### src/rtl/sdram_burst_sequencer.sv
// Burst engine between cache/write-buffer control and the SDRAM controller; drives req/grant, beat index and beat strobes.
// Latency: request to sdr_req 1 cycle; write beats 0 cycles (TxD same cycle as rdy); read beats 1 cycle (RxD registered from vld).
// Backpressure: gaps in sdr_wdata_rdy / sdr_rdata_vld stall Count; a watchdog aborts a stalled ARB/WBURST/RBURST with Done+Err.
module sdram_burst_sequencer #(
  parameter int BURST_LEN = 4,
  parameter int AW        = 32,
  parameter int DW        = 32,
  parameter int TIMEOUT   = 63
) (
  input  logic          Clk,
  input  logic          Reset,
  input  logic          req_rd,
  input  logic          req_wr,
  input  logic [AW-1:0] req_addr,
  input  logic [DW-1:0] wdata_in,
  output logic [2:0]    Count,
  output logic          mSDR_TxD,
  output logic          mSDR_RxD,
  output logic [DW-1:0] mSDR_RData,
  output logic          mSDR_Done,
  output logic          mSDR_Err,
  output logic          sdr_req,
  output logic          sdr_rnw,
  output logic [AW-1:0] sdr_addr,
  input  logic          sdr_gnt,
  input  logic          sdr_wdata_rdy,
  output logic [DW-1:0] sdr_wdata,
  input  logic          sdr_rdata_vld,
  input  logic [DW-1:0] sdr_rdata
);

  typedef enum logic [2:0] {IDLE, ARB, WBURST, RBURST, DONE} state_t;

  // Bursts are aligned to BURST_LEN words of 4 bytes each.
  localparam int            ALIGN_BITS = $clog2(BURST_LEN) + 2;
  localparam logic [AW-1:0] ALIGN_MASK = ~((AW'(1) << ALIGN_BITS) - AW'(1));
  localparam logic [2:0]    LAST_BEAT  = 3'(BURST_LEN - 1);
  localparam logic [5:0]    WD_LIMIT   = 6'(TIMEOUT);

  state_t     state;
  logic [5:0] wd_cnt;
  logic       waiting;
  logic       progress;
  logic       wd_expire;

  // Write beats are accepted combinationally so Count and TxD line up with rdy.
  assign mSDR_TxD  = (state == WBURST) && sdr_wdata_rdy;
  assign sdr_wdata = wdata_in;
  assign wd_expire = (wd_cnt + 6'd1) == WD_LIMIT;

  // Classify the current cycle for the watchdog: waiting state, and whether it made progress.
  always_comb begin
    waiting  = 1'b0;
    progress = 1'b0;
    unique case (state)
      ARB:     begin waiting = 1'b1; progress = sdr_gnt;  end
      WBURST:  begin waiting = 1'b1; progress = mSDR_TxD; end
      RBURST:  begin waiting = 1'b1; progress = mSDR_RxD; end
      default: begin waiting = 1'b0; progress = 1'b0;     end
    endcase
  end

  // Sequencer FSM with registered request, read strobe/data, completion pulses and watchdog.
  always_ff @(posedge Clk) begin
    if (Reset) begin
      state      <= IDLE;
      Count      <= 3'd0;
      sdr_req    <= 1'b0;
      sdr_rnw    <= 1'b1;
      sdr_addr   <= '0;
      mSDR_RxD   <= 1'b0;
      mSDR_RData <= '0;
      mSDR_Done  <= 1'b0;
      mSDR_Err   <= 1'b0;
      wd_cnt     <= 6'd0;
    end else begin
      mSDR_Done <= 1'b0;
      mSDR_Err  <= 1'b0;

      unique case (state)
        IDLE: begin
          mSDR_RxD <= 1'b0;
          wd_cnt   <= 6'd0;
          if (req_wr || req_rd) begin
            sdr_addr <= req_addr & ALIGN_MASK;
            // Write-back wins so a dirty line is flushed before its refill.
            sdr_rnw  <= ~req_wr;
            sdr_req  <= 1'b1;
            state    <= ARB;
          end
        end

        ARB: begin
          if (sdr_gnt) begin
            sdr_req <= 1'b0;
            wd_cnt  <= 6'd0;
            state   <= sdr_rnw ? RBURST : WBURST;
          end else begin
            wd_cnt <= wd_cnt + 6'd1;
          end
        end

        WBURST: begin
          if (mSDR_TxD) begin
            wd_cnt <= 6'd0;
            if (Count == LAST_BEAT) begin
              Count     <= 3'd0;
              mSDR_Done <= 1'b1;
              state     <= DONE;
            end else begin
              Count <= Count + 3'd1;
            end
          end else begin
            wd_cnt <= wd_cnt + 6'd1;
          end
        end

        RBURST: begin
          if (sdr_rdata_vld) begin
            mSDR_RData <= sdr_rdata;
          end
          if (mSDR_RxD) begin
            wd_cnt <= 6'd0;
            if (Count == LAST_BEAT) begin
              // Last beat shown: any further vld from the controller is dropped.
              Count     <= 3'd0;
              mSDR_RxD  <= 1'b0;
              mSDR_Done <= 1'b1;
              state     <= DONE;
            end else begin
              Count    <= Count + 3'd1;
              mSDR_RxD <= sdr_rdata_vld;
            end
          end else begin
            wd_cnt   <= wd_cnt + 6'd1;
            mSDR_RxD <= sdr_rdata_vld;
          end
        end

        DONE: begin
          state <= IDLE;
        end

        default: begin
          state <= IDLE;
        end
      endcase

      // Stalled too long in a waiting state: abandon the transaction and report it.
      if (waiting && !progress && wd_expire) begin
        state     <= DONE;
        sdr_req   <= 1'b0;
        Count     <= 3'd0;
        mSDR_RxD  <= 1'b0;
        mSDR_Done <= 1'b1;
        mSDR_Err  <= 1'b1;
        wd_cnt    <= 6'd0;
      end
    end
  end

endmodule

### config.mk
export PLATFORM = sky130hd
export DESIGN_NAME = sdram_burst_sequencer
export DESIGN_NICKNAME = d
export VERILOG_FILES = /design/src/rtl/sdram_burst_sequencer.sv
export SDC_FILE = /design/constraint.sdc
export NUM_CORES = 1
export LEC_CHECK = 0
export ABC_AREA = 1
export BUFFER_PORTS_ARGS = -buffer_cell sky130_fd_sc_hd__clkbuf_2
export CELL_PAD_IN_SITES_DETAIL_PLACEMENT = 1
export CELL_PAD_IN_SITES_GLOBAL_PLACEMENT = 1
export CORE_MARGIN = 2
export CORE_UTILIZATION = 31
export CTS_CLUSTER_DIAMETER = 60
export CTS_CLUSTER_SIZE = 24
export DETAILED_ROUTE_END_ITERATION = 10
export PLACE_DENSITY_LB_ADDON = 0.1
export SLEW_MARGIN = 20
export SYNTH_ARGS = -nofsm -noshare
export SYNTH_HDL_FRONTEND = slang
export SYNTH_SLANG_ARGS = --single-unit
### constraint.sdc
create_clock -name Clk -period 3.8 [get_ports Clk]
set_clock_uncertainty 0.15 [all_clocks]
set_input_delay 0.38 -clock Clk [delete_from_list [all_inputs] [get_ports Clk]]
set_output_delay 0.38 -clock Clk [all_outputs]
set_load 0.005 [all_outputs]
==> results of run 1 <==
-- power by group --
part	internal (W)	switching (W)
Combinational	0.000224	0.000388
Sequential	0.000910	0.0000687
Clock	0.000381	0.000287
Total	0.00151	0.000744
-- synth_stat cells --
cell	number
buf_8	1
buf_4	38
o21ai_1	1
xnor2_1	1
nor2_1	9
a21boi_1	1
a21oi_1	62
buf_6	4
o31ai_1	1
nand3b_1	1
inv_1	20
inv_2	5
dfxtp_1	77
clkbuf_1	6
nor2_2	12
o21bai_1	1
o21ai_0	3
a21oi_2	1
nor2_4	2
o211ai_1	1
buf_1	3
nand3_1	37
ha_1	3
buf_2	8
xor2_1	1
nand2_2	5
nand2_1	121
mux2i_1	1
nand4_1	1
conb_1	1
nand3_2	1
or2_2	2
a22oi_1	4
nand2_4	1
-- layer usage --
metal  routed length (µm)  up-vias  track usage (%)
li1                     -     1532                -
met1                 3930     1408             18.7
met2                 4300       80             25.0
met3                  844       18             7.53
met4                  102        0             5.40
met5                    0        -                0
-- sequential cells by signal, summed over array words and instances, names as in the netlist --
register and cells:
Count 3, mSDR_Done 1, mSDR_Err 1, mSDR_RData 32
mSDR_RxD 1, sdr_addr 28, sdr_req 1, sdr_rnw 1
state 3, wd_cnt 6
-- cell families after synthesis --
logic type / Yosys count / synth area share [%]
AND/OR/NAND/NOR: 192 / 25.2
buffers and inverters: 85 / 15.2
flip-flops: 77 / 45.7
AO/OA/AOI/OAI: 75 / 11.8
adder cells (fa/ha/maj): 3 / 1.11
XOR/XNOR: 2 / 0.520
other: 1 / 0.111
multiplexers: 1 / 0.297
-- tightest hold or removal path, stage by stage --
cell and delay (ns):
clkbuf_2 0.08, nand2_1 0.05, a21oi_1 0.05
-- worst max-delay path by stage --
stage	end	slack, ns	cells past startpoint
3_3_place_gp	mSDR_RxD$_SDFFE_PP0P_	1.33	9
3_5_place_dp	mSDR_RxD$_SDFFE_PP0P_	1.32	9
5_1_grt	mSDR_RxD$_SDFFE_PP0P_	1.04	9
6_report	mSDR_RxD$_SDFFE_PP0P_	1.36	8
2_1_floorplan	wd_cnt[1]$_SDFFE_PP0P_	2.21	8
4_1_cts	mSDR_RxD$_SDFFE_PP0P_	1.29	9
-- area by class of cell --
type | instances | area (µm²) | area share (%)
clock buffers | 10 | 138 | 3.40
multi-input cells | 277 | 1330 | 32.9
repair buffers | 137 | 691 | 17.1
well taps | 140 | 175 | 4.33
clock inverters | 5 | 75.1 | 1.86
flip-flops and latches | 77 | 1540 | 38.1
inverters | 25 | 93.8 | 2.32
-- cell usage in the layout (no fill, tap or decap) --
| cell | instances |
|---|---|
| clkbuf_2 | 135 |
| nand2_1 | 121 |
| dfxtp_1 | 77 |
| a21oi_1 | 62 |
| nand3_1 | 37 |
| inv_1 | 20 |
| nor2_2 | 12 |
| clkbuf_8 | 10 |
| nor2_1 | 9 |
| inv_2 | 5 |
| nand2_2 | 5 |
| a22oi_1 | 4 |
| conb_1 | 4 |
| o21ai_0 | 3 |
| ha_1 | 3 |
| clkinv_2 | 3 |
| nor2_4 | 2 |
| or2_2 | 2 |
| bufinv_16 | 2 |
| buf_4 | 2 |
| a21oi_2 | 1 |
| nand3_2 | 1 |
| nand4_1 | 1 |
| xor2_1 | 1 |
| o21bai_1 | 1 |
| nand2_4 | 1 |
| nand3b_1 | 1 |
| o211ai_1 | 1 |
| a21boi_1 | 1 |
| xnor2_1 | 1 |
| mux2i_1 | 1 |
| o21ai_1 | 1 |
| o31ai_1 | 1 |
-- metrics by stage --
| step | worst slack [ns] | instance area, µm² | hold WS, ns |
|---|---|---|---|
| after global routing | 1.04 | 4040 | 0.0889 |
| after detailed placement | 1.32 | 3830 | 0.306 |
| final | 1.36 | 4040 | 0.110 |
| after floorplan | 2.21 | 3380 | 0.306 |
| after CTS | 1.29 | 4040 | 0.0892 |
| after global placement | 1.33 | 3830 | 0.298 |
==> impl_results.md, run 1 <==
- Crit-path cells: inv_2, nor2_4, nand2_2, inv_2, o21ai_1, o31ai_1, inv_1, nor2_1
- Power per cell area: 559 nW/µm²
- Die footprint: 11700 µm²
- WHS Endpoint: mSDR_RData[8]$_SDFFE_PP0P_
- Die H: 108 µm
- Worst-margin pin slew: 0.666 ns
- Setup CP Type: reg2reg
- P&R area growth vs syn: 19.9%
- Number of standard cells after synthesis: 436
- HPWL Detailed: 6.43 mm
- Post-synthesis register bit count: 77
- Worst skew pair latency: 0.34 ns
- Launching point of the worst reg2reg path: state[0]$_SDFFE_PP0P_
- # port buffers: 135
- Synth top area cells: dfxtp_1, nand2_1, a21oi_1
- Pre-Repair DR Iteration Count: 4
- Status: finished clean
- RSZ-0062 raised after global routing: no
- First-pass GRT wire length: 14.4 mm
- CP startpoint: state[0]$_SDFFE_PP0P_
- Post-cts sizing count: 0
- CP max stage delay: 0.64 ns
- DIE WIDTH: 108 µm
- CP most frequent cell: inv_2
- Post-synth cell types: 34
- Core Util, Final: 37.6%
- Post-Syn Area: 3370 µm²
- Post-synthesis sequential area ratio: 45.7%
- Via/cell ratio: 4.53
- HP Start: sdr_rdata[8]
- Final instance count without filler cells: 671
- Detailed Route Iter0 Violations: 100
- Worst r2r path cells: 8
- WP data arrival: 2.56 ns
- Via Count: 3038
- Vias in the first global route: 3000
- Core Rows: 38
- Reg2Reg Capture Point: mSDR_RxD$_SDFFE_PP0P_
- Routed length per instance: 13.7 µm
- Delay-heaviest family, CP: buffers and inverters
- Top cell type's share of synthesized area: 45.7%
- H-tree depth: 3
- GRT overflow: 0
- Root Buffer Master: clkbuf_8
- Drt total wl: 9.18 mm
- Top cell type by total area after synthesis: dfxtp_1
- Final Net Count: 633
- Clk slew on worst S/H paths: 0.08 ns
- Core Footprint: 10700 µm²
- Dpl cells: 656
- Lkg Pwr: 1.85 nW
- Slew Limit Headroom: 55.4%
- Initial Util: 31.4%
- Post-CTS setup buffers: 0
- Max Cap Viol: 0
- Num CTS Buffers: 9
- Final min period: 2.44 ns
- Fin. Hold Viols: 0
- CTS Hold Buffers Added: 0
- CP max FO: 33
- Hold depth: 3
- Final ANT Viol Nets: 0
- Max Slew Vio Count: 0
- CTS tree: done
- Flop-to-flop setup slack: 1.36 ns
- Ports: 208
- CP endpoint kind: flop
- Largest net degree at the start of global routing: 61
- N_diodes: 0
- Crit path required time: 3.92 ns
- Fill count: 1380
- Share of cells above drive strength 1: 34.1%
- Syn avg cell area: 7.73 µm²
- GP Congestion: 0.746
- Slowest-stage cell, CP: inv_2
- Drt drc: 0
- Hold Path Class: in2reg
- VDD IR max: 0.218 mV
- Clock sinks: 77
- WP buf/inv: 3
- Synth Warn #: 0
- GRT Overall Usage: 15.8%
- Tot Pwr: 0.00226 W
- Critical Path Source Type: flop
- Fmax: 410 MHz
- Final Cycle Share: 64.2%
- Worst-case clock buffer depth: 2
- TNS Setup: 0 ns
- Antenna violations before repair: 0
- # setup viols final: 0
Power figures use the tool's default switching activity.
==> run 2, diff against run 1 <==
CORE_UTILIZATION = 26   (was 31)
clock period = 2 ns   (was 3.8 ns; I/O delays follow)
==> run 2 against run 1 <==
  * Worst setup slack got worse by 1.1 ns
  * Sequential power increased by 91%
  * Maximum frequency increased by 38%
  * Largest power group unchanged
  * Count of clock-buffer cells in the layout unchanged
==> impl_results.md, run 2 (synthesis gave the netlist of run 1 again) <==
- Worst r2r path cells: 7 (-1)
- P&R area growth vs syn: 43.3%
- Final ANT Viol Nets: 0 (unchanged)
- Biggest regs: mSDR_RData (32), sdr_addr (28), wd_cnt (6)
- Leading cell type in the layout, fill and taps excluded: clkbuf_2
- Final Cycle Share: 88.6% (+24 points)
- Crit path required time: 2.07 ns (-1.85 ns)
- Flop-to-flop setup slack: 0.23 ns (-1.13 ns)
- Commonest non-fill, non-tap cells in the layout: clkbuf_2, nand2_1, dfxtp_1
- CP startpoint: state[2]$_SDFFE_PP0P_
- Core Util, Final: 38.3% (+0.66 points)
- Num CTS Buffers: 9 (unchanged)
- Routed length per instance: 13.4 µm (-2.0%)
- Top reg by flops: mSDR_RData
- Via Count: 3350 (+10%)
- Delay-heaviest family, CP: simple AND/OR/NAND/NOR gates
- CTS tree: done
- Critical Path Source Type: flop
- DIE WIDTH: 118 µm (+8.9%)
- Setup CP Type: reg2reg
- Hold Path Class: in2reg
- Lkg Pwr: 2.16 nW (+17%)
- Clock sinks: 77 (unchanged)
- Share of cells above drive strength 1: 31.2% (-2.9 points)
- Initial Util: 26.7% (-4.7 points)
- Clk slew on worst S/H paths: 0.06 ns (-0.02 ns)
- Worst path depth: 7 (-1)
- WP data arrival: 1.84 ns (-0.72 ns)
- Post-cts sizing count: 0 (unchanged)
- Ports: 208 (unchanged)
- Largest register FFs: 32 (unchanged)
- WP buf/inv: 1 (-2)
- CP endpoint kind: flop
- Drt drc: 0 (unchanged)
- Worst skew pair latency: 0.33 ns (about the same)
- Dpl ws: 0.195 ns (-1.12 ns)
- Final min period: 1.77 ns (-0.668 ns)
- Crit-path cells: inv_2, nand2_2, nor2_4, nand2_1, nand3_1, a22oi_1, nor2_2
- # setup viols final: 0 (unchanged)
- Crit path capture: wd_cnt[3]$_SDFFE_PP0P_
- RSZ-0062 raised after global routing: no
- Core Footprint: 12600 µm² (+17%)
- Launching point of the worst reg2reg path: state[2]$_SDFFE_PP0P_
- Fmax: 564 MHz (+38%)
- CP max FO: 9 (-73%)
- Die H: 118 µm (+8.9%)
- Max Cap Viol: 0 (unchanged)
- Max Slew Vio Count: 0 (unchanged)
- Via/cell ratio: 4.35 (-4.0%)
- Power per cell area: 991 nW/µm² (+77%)
- TNS Setup: 0 ns (unchanged)
- VDD IR max: 0.527 mV (+140%)
- Vias in the first global route: 3600 (+20%)
- HPWL Detailed: 6.96 mm (+8.4%)
- H-tree depth: 3 (unchanged)
- Die footprint: 13900 µm² (+18%)
- Largest net degree at the start of global routing: 61 (unchanged)
- GRT overflow: 0 (unchanged)
- # port buffers: 135 (unchanged)
- Final worst-path setup slack: 0.228 ns (-1.13 ns)
- GRT Overall Usage: 15.2% (-0.55 points)
- Fin. Hold Viols: 0 (unchanged)
- GP Congestion: 0.777 (+4.2%)
- Core Rows: 41 (+7.9%)
- Pre-Repair DR Iteration Count: 4 (unchanged)
- N_diodes: 0 (unchanged)
- Root Buffer Master: clkbuf_16
- Drt total wl: 10.3 mm (+13%)
- Status: finished clean
- CP max stage delay: 0.59 ns (-0.05 ns)
- Slowest-stage cell, CP: dfxtp_1
- Final Net Count: 700 (+11%)
- Antenna violations before repair: 0 (unchanged)
- Detailed Route Iter0 Violations: 108 (+8.0%)
- First-pass GRT wire length: 17.2 mm (+19%)
- Reg2Reg Capture Point: wd_cnt[3]$_SDFFE_PP0P_
- Worst-case clock buffer depth: 2 (unchanged)
run 2: changes by cell type in the layout (fill, tap and decap cells not counted):
cell	previous run	this run
clkinv_2	3	2
dlygate4sd3_1	0	61
bufinv_16	2	1
clkinvlp_4	0	2
clkbuf_1	0	1
buf_4	2	7
buf_12	0	1
clkinv_4	0	1
clkbuf_8	10	0
clkbuf_16	0	9
run 2: report_power, final:
group | switching, W | internal, W
registers | 0.000136 | 0.00173
clock network | 0.000652 | 0.000964
logic | 0.000762 | 0.000541
total | 0.00155 | 0.00324
run 2: metrics by stage:
step / power (W) / std cells / hold WS [ns] / area [µm²]
2_1_floorplan: 0.00273 / 439 / 0.181 / 3380
3_3_place_gp: 0.00310 / 694 / 0.250 / 3930
3_5_place_dp: 0.00313 / 694 / 0.250 / 3930
4_1_cts: 0.00488 / 771 / 0.0840 / 4830
5_1_grt: 0.00513 / 771 / 0.135 / 4830
6_report: 0.00479 / 771 / 0.0892 / 4830
run 2: worst min-delay path, stage by stage:
cell and delay, ns:
clkbuf_2 0.08, nand2_2 0.08, inv_2 0.05, nand2_1 0.05
a21oi_1 0.05
run 2: worst min path at each step:
stage | startpoint | end | cells after the start
5_1_grt | sdr_rdata_vld | mSDR_RData[26]$_SDFFE_PP0P_ | 5
2_1_floorplan | req_wr | sdr_rnw$_SDFFE_PP1P_ | 1
3_3_place_gp | wdata_in[10] | sdr_wdata[10] | 0
6_report | sdr_rdata_vld | mSDR_RData[26]$_SDFFE_PP0P_ | 5
3_5_place_dp | wdata_in[10] | sdr_wdata[10] | 0
4_1_cts | sdr_rdata_vld | mSDR_RData[26]$_SDFFE_PP0P_ | 5
run 2: per-layer routing:
metal / vias up / global-route usage, % / wire length (µm) / share of wire, %
li1: 1671 / - / - / -
met1: 1563 / 17.3 / 4360 / 42
met2: 96 / 26.3 / 5140 / 50
met3: 20 / 5.14 / 643 / 6.2
met4: 0 / 5.95 / 192 / 1.9
met5: - / 0 / 0 / 0
run 2: timing repair:
item | CTS | global route
setup buffers | 0 | 0
hold endpoints to repair | 61 | 0
hold buffers | 61 | 0
endpoints found under the setup margin | 0 | 0
run 2: cell type report:
type	count	area, µm²
Clock inverter	6	63.8
Inverter	25	93.8
Fill cell	1607	7790
Timing Repair Buffer	204	1360
Sequential cell	77	1540
Tap cell	172	215
Clock buffer	10	229
Multi-Input combinational cell	277	1330
